<file path="src/rtl/pipeline_pkg.sv">
// Shared pipeline definitions: register-file geometry, scoreboard slot type,
// and stage index constants for the post-ID pipeline.
package pipeline_pkg;

    localparam int REG_ADDR_W = 5;
    localparam int NUM_REGS   = 32;
    localparam int XLEN       = 32;

    // Stage positions in the scoreboard shift register
    localparam int SLOT_EX  = 0;
    localparam int SLOT_MEM = 1;
    localparam int SLOT_WB  = 2;

    // One in-flight destination register
    typedef struct packed {
        logic                  valid;
        logic [REG_ADDR_W-1:0] rd;
    } sb_slot_t;

endpackage

</file>
<file path="src/rtl/hazard_scoreboard_sb_match.sv">
// sb_match: compares one source register against the active scoreboard slots.
// Slot 0 is EX; only slots 0..ACTIVE-1 take part in the compare.
module sb_match
    import pipeline_pkg::*;
#(
    parameter int DEPTH  = 3,
    parameter int ACTIVE = 2
) (
    input  sb_slot_t [DEPTH-1:0]  slots,
    input  logic [REG_ADDR_W-1:0] src_addr,
    input  logic                  src_en,
    output logic                  hit
);

    // x0 is never a real dependency; unused sources never match
    always_comb begin
        hit = 1'b0;
        for (int k = 0; k < ACTIVE; k++) begin
            if (slots[k].valid && (slots[k].rd == src_addr))
                hit = 1'b1;
        end
        if (!src_en || (src_addr == '0))
            hit = 1'b0;
    end

endmodule

</file>
<file path="src/rtl/hazard_scoreboard.sv">
// hazard_scoreboard: tracks rd of instructions in EX..WB and stalls ID on a
// RAW dependency until the producer leaves the compare window. A taken
// branch flush from EX kills the ID instruction (bubble, nothing recorded).
// Optional build macro HAZARD_STALL_CNT_EN adds saturating stall/flush
// cycle counters.
module hazard_scoreboard
    import pipeline_pkg::*;
#(
    parameter int DEPTH     = 3,
    parameter bit WB_BYPASS = 1'b1
) (
    input  logic                  i_clk,
    input  logic                  i_reset_n,
    input  logic                  i_id_valid,
    input  logic [REG_ADDR_W-1:0] i_rs1_addr,
    input  logic [REG_ADDR_W-1:0] i_rs2_addr,
    input  logic                  i_rs1_hazard_on,
    input  logic                  i_rs2_hazard_on,
    input  logic [REG_ADDR_W-1:0] i_rd_addr,
    input  logic                  i_reg_wren,
    input  logic                  i_flush,
    output logic                  o_stall,
    output logic                  o_bubble,
    output logic [NUM_REGS-1:0]   o_pend_vec
`ifdef HAZARD_STALL_CNT_EN
    ,
    output logic [31:0]           o_stall_cnt,
    output logic [31:0]           o_flush_cnt
`endif
);

    // With write-then-read regfile the WB writer is already visible to ID
    localparam int ACTIVE = WB_BYPASS ? DEPTH - 1 : DEPTH;

    sb_slot_t [DEPTH-1:0] slots;
    logic                 hit1, hit2;
    logic                 issue;

    sb_match #(.DEPTH(DEPTH), .ACTIVE(ACTIVE)) u_match_rs1 (
        .slots    (slots),
        .src_addr (i_rs1_addr),
        .src_en   (i_rs1_hazard_on),
        .hit      (hit1)
    );

    sb_match #(.DEPTH(DEPTH), .ACTIVE(ACTIVE)) u_match_rs2 (
        .slots    (slots),
        .src_addr (i_rs2_addr),
        .src_en   (i_rs2_hazard_on),
        .hit      (hit2)
    );

    // Zero-cycle hazard decision; flush wins over stall
    always_comb begin
        o_stall  = i_id_valid & ~i_flush & (hit1 | hit2);
        o_bubble = o_stall | i_flush;
        issue    = i_id_valid & ~o_stall & ~i_flush & i_reg_wren & (i_rd_addr != '0);
    end

    // Pending-writer map covers every valid slot, WB included
    always_comb begin
        o_pend_vec = '0;
        for (int k = 0; k < DEPTH; k++) begin
            if (slots[k].valid)
                o_pend_vec[slots[k].rd] = 1'b1;
        end
        o_pend_vec[0] = 1'b0;
    end

    // Downstream never stalls: shift every cycle, load EX slot from ID
    always_ff @(posedge i_clk) begin
        if (!i_reset_n) begin
            slots <= '0;
        end else begin
            slots[0] <= issue ? sb_slot_t'{valid: 1'b1, rd: i_rd_addr} : '0;
            for (int k = 1; k < DEPTH; k++)
                slots[k] <= slots[k-1];
        end
    end

`ifdef HAZARD_STALL_CNT_EN
    // Saturating event counters for stall and flush cycles
    always_ff @(posedge i_clk) begin
        if (!i_reset_n) begin
            o_stall_cnt <= '0;
            o_flush_cnt <= '0;
        end else begin
            if (o_stall && (o_stall_cnt != 32'hFFFF_FFFF))
                o_stall_cnt <= o_stall_cnt + 32'd1;
            if (i_flush && (o_flush_cnt != 32'hFFFF_FFFF))
                o_flush_cnt <= o_flush_cnt + 32'd1;
        end
    end
`endif

endmodule
</file>
<file path="config.mk">
export PLATFORM = sky130hd
export DESIGN_NAME = hazard_scoreboard
export DESIGN_NICKNAME = d
export VERILOG_FILES = /design/src/rtl/pipeline_pkg.sv /design/src/rtl/hazard_scoreboard_sb_match.sv /design/src/rtl/hazard_scoreboard.sv
export SDC_FILE = /design/constraint.sdc
export NUM_CORES = 1
export LEC_CHECK = 0
export CAP_MARGIN = 15
export CORE_ASPECT_RATIO = 0.9
export CORE_UTILIZATION = 25
export DETAILED_ROUTE_END_ITERATION = 7
export SYNTH_ARGS = -nofsm -noshare
export SYNTH_HDL_FRONTEND = slang
export SYNTH_HIERARCHICAL = 1
export SYNTH_SLANG_ARGS = --single-unit
</file>
<file path="constraint.sdc">
create_clock -name i_clk -period 2.69 [get_ports i_clk]
set_clock_uncertainty 0.05 [all_clocks]
set_input_delay 0.538 -clock i_clk [delete_from_list [all_inputs] [get_ports i_clk]]
set_output_delay 0.538 -clock i_clk [all_outputs]
set_load 0.01 [all_outputs]
</file>
# [Yosys cells after proc, flatten, opt, wreduce, memory -nomap -nowiden]
# Index checks and enable logic that the tools add are counted.
[word_totals] regBits=18 inputBits=22 out_inout_bits=34 word_cells=59
[classes] n_lt_le_gt_ge=6 n_eq_ne=4 n_mux=16 bitwise_logic=12 reduce_logical=15
[ops] operator="32-bit two-way mux" n=3
[ops] operator="32-bit bitwise OR" n=2
[ops] operator="5-bit == test" n=4
[ops] operator="5-bit by 6-bit less-than comparator with 1-bit output, second input constant" n=3
[ops] operator="1-bit demux with 5-bit select" n=3
[ops] operator="5-bit by 1-bit greater-or-equal comparator with 1-bit output, second input constant" n=3
[ops] operator="5-bit zero test" n=2
[ops] operator="1-bit two-way mux" n=9
[ops] operator="1-bit logical AND" n=7
[ops] operator="1-bit bitwise AND" n=6
[ops] operator="6-bit two-way mux" n=1
[ops] operator="5-bit nonzero test" n=1
[ops] operator="1-bit zero test" n=2
[ops] operator="1-bit logical OR" n=2
[ops] operator="1-bit NOT" n=2
[ops] operator="1-bit bitwise OR" n=2
[ops] operator="2-bit AND reduction" n=1

# [Depth between registers and ports, before layout]
# Gate-level depths: netlist of run 1.
[depth] ltp_word=13 mapped_depth=7

# [Hierarchy]
# The synthesis of run 1 kept the hierarchy.
[by_module_without_submodules] module="hazard_scoreboard" instances=1 cells_per_inst=182 area_per_inst_um2=1346.3 seq_area_each_um2=360.3
[by_module_without_submodules] module="sb_match" instances=2 cells_per_inst=17 area_per_inst_um2=127.6 seq_area_each_um2=0.0

# [Worst setup path after synthesis of run 1]
# Ideal clock, no wire load.
[synth_timing] path_kind="input to output" start="input port i_rs2_addr[2]" end="output port o_bubble" arrival_time_ns=1.707 t_required_ns=2.102 setup_slack_ns=0.395 cell_stages=6 path_buffers=0 cell_sequence="or4_1 -> o21ai_1 -> a21oi_1 -> nor2_1 -> nor2_1 -> or2_2"
[synth_via] elab_chain_len=8 word_cells_on_any_way=12
[synth_rtl] element="start, declared" line="hazard_scoreboard.sv:16" text="input logic [REG_ADDR_W-1:0] i_rs2_addr,"
[synth_rtl] element="5-bit == test" line="hazard_scoreboard_sb_match.sv:19" text="if (slots[k].valid && (slots[k].rd == src_addr))"
[synth_rtl] element="1-bit logical AND" line="hazard_scoreboard_sb_match.sv:19"
[synth_rtl] element="1-bit two-way mux (2 in series)" line="hazard_scoreboard_sb_match.sv:19"
[synth_rtl] element="1-bit two-way mux (*)" line="hazard_scoreboard_sb_match.sv:22" text="if (!src_en || (src_addr == '0))"
[synth_rtl] element="named net hit2" line="hazard_scoreboard.sv:36" text="logic hit1, hit2;"
[synth_rtl] element="1-bit bitwise OR (*)" line="hazard_scoreboard.sv:55" text="o_stall = i_id_valid & ~i_flush & (hit1 | hit2);"
[synth_rtl] element="1-bit bitwise AND (*)" line="hazard_scoreboard.sv:55"
[synth_rtl] element="named net o_stall" line="hazard_scoreboard.sv:22" text="output logic o_stall,"
[synth_rtl] element="1-bit bitwise OR (*)" line="hazard_scoreboard.sv:56" text="o_bubble = o_stall | i_flush;"
[synth_rtl] element="end, declared" line="hazard_scoreboard.sv:23" text="output logic o_bubble,"
# Mark *: on every way through the listed nets, which the timed path passes. The rest lies on a longest branch.

# [Worst setup path after layout of run 1]
[layout_timing] start="input port i_rs2_addr[4]" end="output port o_bubble"
[layout_via] elab_chain_len=8 word_cells_on_any_way=12
[layout_rtl] element="5-bit == test" line="hazard_scoreboard_sb_match.sv:19"
[layout_rtl] element="1-bit logical AND" line="hazard_scoreboard_sb_match.sv:19"
[layout_rtl] element="1-bit two-way mux (2 in series)" line="hazard_scoreboard_sb_match.sv:19"
[layout_rtl] element="1-bit two-way mux (*)" line="hazard_scoreboard_sb_match.sv:22"
[layout_rtl] element="named net hit2" line="hazard_scoreboard.sv:36"
[layout_rtl] element="1-bit bitwise OR (*)" line="hazard_scoreboard.sv:55"
[layout_rtl] element="1-bit bitwise AND (*)" line="hazard_scoreboard.sv:55"
[layout_rtl] element="1-bit bitwise OR (*)" line="hazard_scoreboard.sv:56"
# Marks and branches as above.

==> results.txt, run 1 <==
Max_cap viols: 0
Post-route ant nets: 0
Clock sinks: 18
Most common cell after layout, fill and taps aside: nand2_1
Ports: 56
Dpl ws: -577.8 ps
Starting DRT DRC Count: 121
Post-Synthesis Cells: 216
WL met3: 322 um
Syn_nets: 238
Startpoint types: input pin
Drt wl/cell: 14.40 um
Arrival time at the worst endpoint: 2080 ps
Worst hold path type: flip-flop to flip-flop
Crit Path Class: input pin to output pin
Hold WS: 504.6 ps
CTS Buf Count: 3
Pwr Density: 226.4 nW/um2
DR vias: 1825
Fin util: 39.03%
Period utilization: 99.24%
Core area: 6148 um2
Worst Setup End Kind: output pin
Status: complete, no violations
Minimum clock period: 2669 ps
# DRC: 0
Reg2reg start: slots[2]$_SDFF_PN0_
Fmax: 0.3746 GHz
Initial Util: 26.05%
Number of synthesized register bits: 18
Clk_lat worst skew: 250 ps
Max reg flops: 18
Share of cells above drive strength 1: 16.73%
Post-CTS Hold Buffers: 0
Worst R2R Path Depth: 8
Uppermost layer routed: met4
GR Util All Layers: 16.08%
Commonest non-fill, non-tap cells in the layout: 59 x nand2_1, 43 x clkdlybuf4s50_1, 29 x a22oi_1
Area share of the largest cell type after synthesis: 22.50%
Ant diodes: 0
PnR worst setup slack: 20.52 ps
Initial antenna violation count: 0
RR Endpoint: slots[0]$_SDFF_PN0_
Die X: 86.37 um
Synth Area per Inst: 7.415 um2
Nets: 305
Die area: 6730 um2
Multi-input combinational cell area: 1216 um2
DP Wirelength: 3908 um
Drt pass-1 iters: 5
DR WL met2: 2575 um
Synth area leader: dfxtp_1
Synth unique cells: 30
Rows: 27
Fillers: 667
Peak supply drop: 0.2539 mV
Max_slew headroom: 57.22%
Final hold violations: 0
CP required: 2100 ps
Yosys warning count: 6
IO Port Bufs: 54
Vias per cell: 4.959
First-pass GRT wire length: 8645 um
Critical Path Start: i_rs2_addr[4]
Wl on met1: 2367 um
R2R setup slack: 920 ps
Leakage: 1.122 nW
Number of global-route vias before repair: 1774
Global route overflow: 0
Die Y: 77.93 um
Syn-to-layout area delta: 49.84%
Clock transition at path regs: 60 ps
Finish-stage setup viols: 0
Final count of pins violating max slew: 0
Clock root cell: clkbuf_8
Seq/Total Area, Yosys: 22.50%
Post-CTS Setup Inserts: 0
Worst slew pin tran: 638.9 ps
Biggest register: slots
TritonCTS clock tree: done
H-Tree Depth: 1
FF+latch area: 361.6 um2
Post-Route WL: 5299 um
GPL Wtd Cong: 0.7699
RSZ-0062 raised after global routing: true
Critical Path End: o_bubble
Worst-path maximum fanout: 3
Pin count of the biggest net entering global routing: 14
CTS max path bufs: 2
Post-Syn Area: 1602 um2
Largest registers: slots (18)
Fin Setup TNS: 0 ps
Main area contributors after synthesis: dfxtp_1 23%, nand2_1 14%, a22oi_1 14%
-- per-stage QoR --
stage	std cells	total power [W]	instance area (um2)
global placement	365	0.0003683	2338
global route	368	0.0005695	2400
CTS	368	0.0005499	2382
finish	368	0.0005434	2400
detailed placement	365	0.0003694	2338
floorplan	216	0.0003104	1602
-- cell families after synthesis --
logic type / share of synthesized area (%)
xor gates and xnor gates: 10.94
and+or+nand+nor: 45.86
buffers and inverters: 3.907
DFF: 22.50
other: 0.2342
AOI/OAI and AO/OA: 16.56
-- how the worst min path moves through the flow --
stage / start / endpoint / slack, ps / depth (start not counted)
after global routing: slots[11]$_SDFF_PN0_ / slots[17]$_SDFF_PN0_ / 540 / 1
final: slots[11]$_SDFF_PN0_ / slots[17]$_SDFF_PN0_ / 500 / 1
after global placement: slots[11]$_SDFF_PN0_ / slots[17]$_SDFF_PN0_ / 500 / 1
after detailed placement: slots[11]$_SDFF_PN0_ / slots[17]$_SDFF_PN0_ / 500 / 1
after floorplan: slots[5]$_SDFF_PN0_ / slots[11]$_SDFF_PN0_ / 450 / 1
after CTS: slots[11]$_SDFF_PN0_ / slots[17]$_SDFF_PN0_ / 510 / 1
-- report_power, final --
part	switching, W	internal, W
sequential	0.00000505	0.000270
combinational	0.0000368	0.0000495
clock	0.0000830	0.0000993
-- cell type report --
cell class,count,area share [%]
flip-flops and latches,18,15.07
clock buffers,3,1.721
well taps,87,4.536
repair buffers,73,27.69
multi-input cells,185,50.68
inverters,2,0.3128
-- Yosys cell counts, drive strengths merged --
master  number
a21oi        2
a222oi       2
a22oi       29
and2        17
and3         6
and3b       15
buf          4
clkbuf       7
conb         1
dfxtp       18
inv          2
nand2       59
nand2b       1
nand3        4
nor2         2
nor3         3
nor3b       12
nor4         5
o21a         1
o21ai        2
or2          1
or4          3
xnor2        4
xor2        16
-- per-layer routing --
layer	GRT usage, %	up-vias
met1	21.30	868
met5	0	-
met4	2.500	0
met3	2.660	4
li1	-	891
met2	27.62	62
-- critical path, cell delays in order --
cell,delay [ps]
dlygate4sd2_1,280
or4_4,500
o21ai_2,170
a21oi_2,60
nor2_1,90
nor2_1,50
or2_2,260
buf_2,140
-- timing repair --
| item | 4_1_cts | 5_1_grt |
|---|---|---|
| resized for setup | 24 | 9 |
| pin swaps | 9 | 6 |
| endpoints found under the setup margin | 2 | 11 |
Note: power is estimated with default switching activity, not from simulation.
==> run 2, diff against run 1 <==
--- a/config.mk
+++ b/config.mk
@@ -7,8 +7,9 @@
 export LEC_CHECK = 0
 export CAP_MARGIN = 15
 export CORE_ASPECT_RATIO = 0.9
-export CORE_UTILIZATION = 25
+export CORE_UTILIZATION = 49
 export DETAILED_ROUTE_END_ITERATION = 7
+export PLACE_DENSITY = 0.86
 export SYNTH_ARGS = -nofsm -noshare
 export SYNTH_HDL_FRONTEND = slang
 export SYNTH_HIERARCHICAL = 1
==> run 2 against run 1 <==
The run now ends with negative setup slack left. First-iteration DRC count is 57% higher. Worst setup slack lost 98 ps. Core utilization is 37 points higher. Die area fell by 48%. Total power down 3.2%. Critical endpoint unchanged.
==> results.txt, run 2 (synthesis gave the netlist of run 1 again) <==
CP top delay family: simple AND/OR/NAND/NOR gates
DP Wirelength: 3639 um
Rows: 19
Period utilization: 102.9%
CP required: 2100 ps
Initial Util: 51.82%
Crit Path Class: input pin to output pin
Number of global-route vias before repair: 1710
Vias per cell: 5.767
Worst slew pin tran: 528.3 ps
CTS max path bufs: 2
GR Util All Layers: 28.81%
R2R setup slack: 860 ps
CTS Buf Count: 3
Commonest non-fill, non-tap cells in the layout: 59 x nand2_1, 42 x clkdlybuf4s50_1, 29 x a22oi_1
Worst Hold Launch: slots[5]$_SDFF_PN0_
WHS Endpoint: slots[11]$_SDFF_PN0_
Max_cap viols: 0
Ant diodes: 0
IO Port Bufs: 54
Crit-path cells: dlygate4sd2_1 -> or4_1 -> o21ai_2 -> a21oi_2 -> nor2_1 -> nor2_1 -> or2_2 -> clkdlybuf4s15_2
Nets: 303
Cell count of the worst hold path: 1
Core area: 3090 um2
Die X: 62.26 um
Peak supply drop: 0.3328 mV
GPL Wtd Cong: 0.9285
Startpoint types: input pin
Post-Route WL: 4972 um
Syn-to-layout area delta: 47.50%
Share of cells above drive strength 1: 17.14%
Final count of pins violating max slew: 0
Clock sinks: 18
Drt pass-1 iters: 5
Fmax: 0.3613 GHz
Clk_lat worst skew: 300 ps
Dpl ws: -560.4 ps
H-Tree Depth: 1
Minimum clock period: 2768 ps
Max_slew headroom: 64.62%
RSZ-0062 raised after global routing: true
Largest stage delay, worst path: 530 ps
RR Endpoint: slots[2]$_SDFF_PN0_
Worst hold path type: flip-flop to flip-flop
Violated checks: negative setup slack
Worst Setup End Kind: output pin
Clock transition at path regs: 100 ps
Fin Setup TNS: -77.92 ps
Max reg flops: 18
Crit-path most repeated cell: nor2_1
Reg2reg start: slots[9]$_SDFF_PN0_
Ports: 56
Die area: 3501 um2
Clock root cell: clkbuf_4
Status: complete, but fails checks
Final hold violations: 0
Hold WS: 510.2 ps
Worst-path maximum fanout: 3
Initial antenna violation count: 0
TritonCTS clock tree: done
Pin count of the biggest net entering global routing: 14
Pwr Density: 222.6 nW/um2
First-pass GRT wire length: 8010 um
Fillers: 237
DR vias: 1857
# DRC: 0
Die Y: 56.24 um
Biggest register: slots
Finish-stage setup viols: 1
Highest-delay cell along the critical path: or4_1
PnR worst setup slack: -77.92 ps
Global route overflow: 0
Arrival time at the worst endpoint: 2180 ps
Largest registers: slots (18)
Post-route ant nets: 0
Starting DRT DRC Count: 190
Leakage: 1.118 nW
Worst R2R Path Depth: 8
Critical path buffers and inverters: 2
Drt wl/cell: 15.44 um
Most common cell after layout, fill and taps aside: nand2_1
-- run 2: cell types whose count changed in the layout (fill, tap and decap cells not counted), moves of 2 or more --
cell,before,now
dlygate4sd2_1,5,8
clkbuf_4,0,3
dfxtp_2,1,4
nor3b_4,0,2
clkbuf_8,3,1
and3b_1,12,14
dfxtp_1,17,14
and3b_2,3,1
nor4_2,1,3
nor4_1,4,2
buf_4,19,17
-- run 2: final cells by class --
| cell class | count | area [um2] | area share [%] |
|---|---|---|---|
| Inverter | 2 | 7.507 | 0.3178 |
| Tap cell | 42 | 52.55 | 2.225 |
| Clock buffer | 4 | 36.28 | 1.536 |
| Multi-Input combinational cell | 185 | 1244 | 52.65 |
| Timing Repair Buffer | 71 | 656.9 | 27.81 |
| Sequential cell | 18 | 365.4 | 15.47 |
-- run 2: report_power, final --
| group | internal (W) | switching [W] |
|---|---|---|
| Combinational | 0.0000487 | 0.0000375 |
| Clock | 0.0000825 | 0.0000817 |
| Sequential | 0.000270 | 0.00000575 |
| Total | 0.000401 | 0.000125 |
-- run 2: layer usage --
| metal | vias to the layer above | global-route usage (%) | routed length, um |
|---|---|---|---|
| met1 | 838 | 38.92 | 2084 |
| met4 | 0 | 6.977 | 57 |
| met5 | - | 0 | 0 |
| met3 | 9 | 5.123 | 438 |
| li1 | 899 | - | - |
| met2 | 111 | 47.57 | 2392 |
-- run 2: how the worst max path moves through the flow --
stage,startpoint,end,slack (ps),cells after the start
after CTS,i_rs2_addr[3],o_bubble,-70,8
after global placement,i_rs2_addr[2],o_bubble,-520,10
after global routing,i_rs1_addr[3],o_bubble,-170,8
final,i_rs2_addr[3],o_bubble,-80,8
after detailed placement,i_rs2_addr[3],o_bubble,-560,9
after floorplan,i_rs2_addr[2],o_bubble,390,6
-- run 2: timing repair --
| action | CTS | global route |
|---|---|---|
| gates resized for setup | 23 | 12 |
| buffers inserted | 1 | 0 |
| setup endpoints to repair | 9 | 15 |
| pin swaps | 6 | 6 |
| endpoints found under the hold margin | 0 | 0 |
| hold buffers | 0 | 0 |
-- run 2: worst register-to-register path, cell delays in order, from the launching register on --
cell,delay [ps]
dfxtp_2,460
xor2_1,150
nor4_2,310
nand3_1,130
a21oi_2,170
buf_4,130
nor4_2,40
buf_4,140
and2_1,150
-- run 2: per-stage QoR --
step / instances / utilization, % / power [W] / area [um2]
2_1_floorplan: 216 / - / 0.0003104 / 1602
5_1_grt: 322 / 76.44 / 0.0005525 / 2362
6_report: 322 / 76.44 / 0.0005258 / 2362
3_3_place_gp: 317 / 73.12 / 0.0003636 / 2260
4_1_cts: 322 / 74.90 / 0.0005178 / 2315
3_5_place_dp: 317 / 73.12 / 0.0003655 / 2260
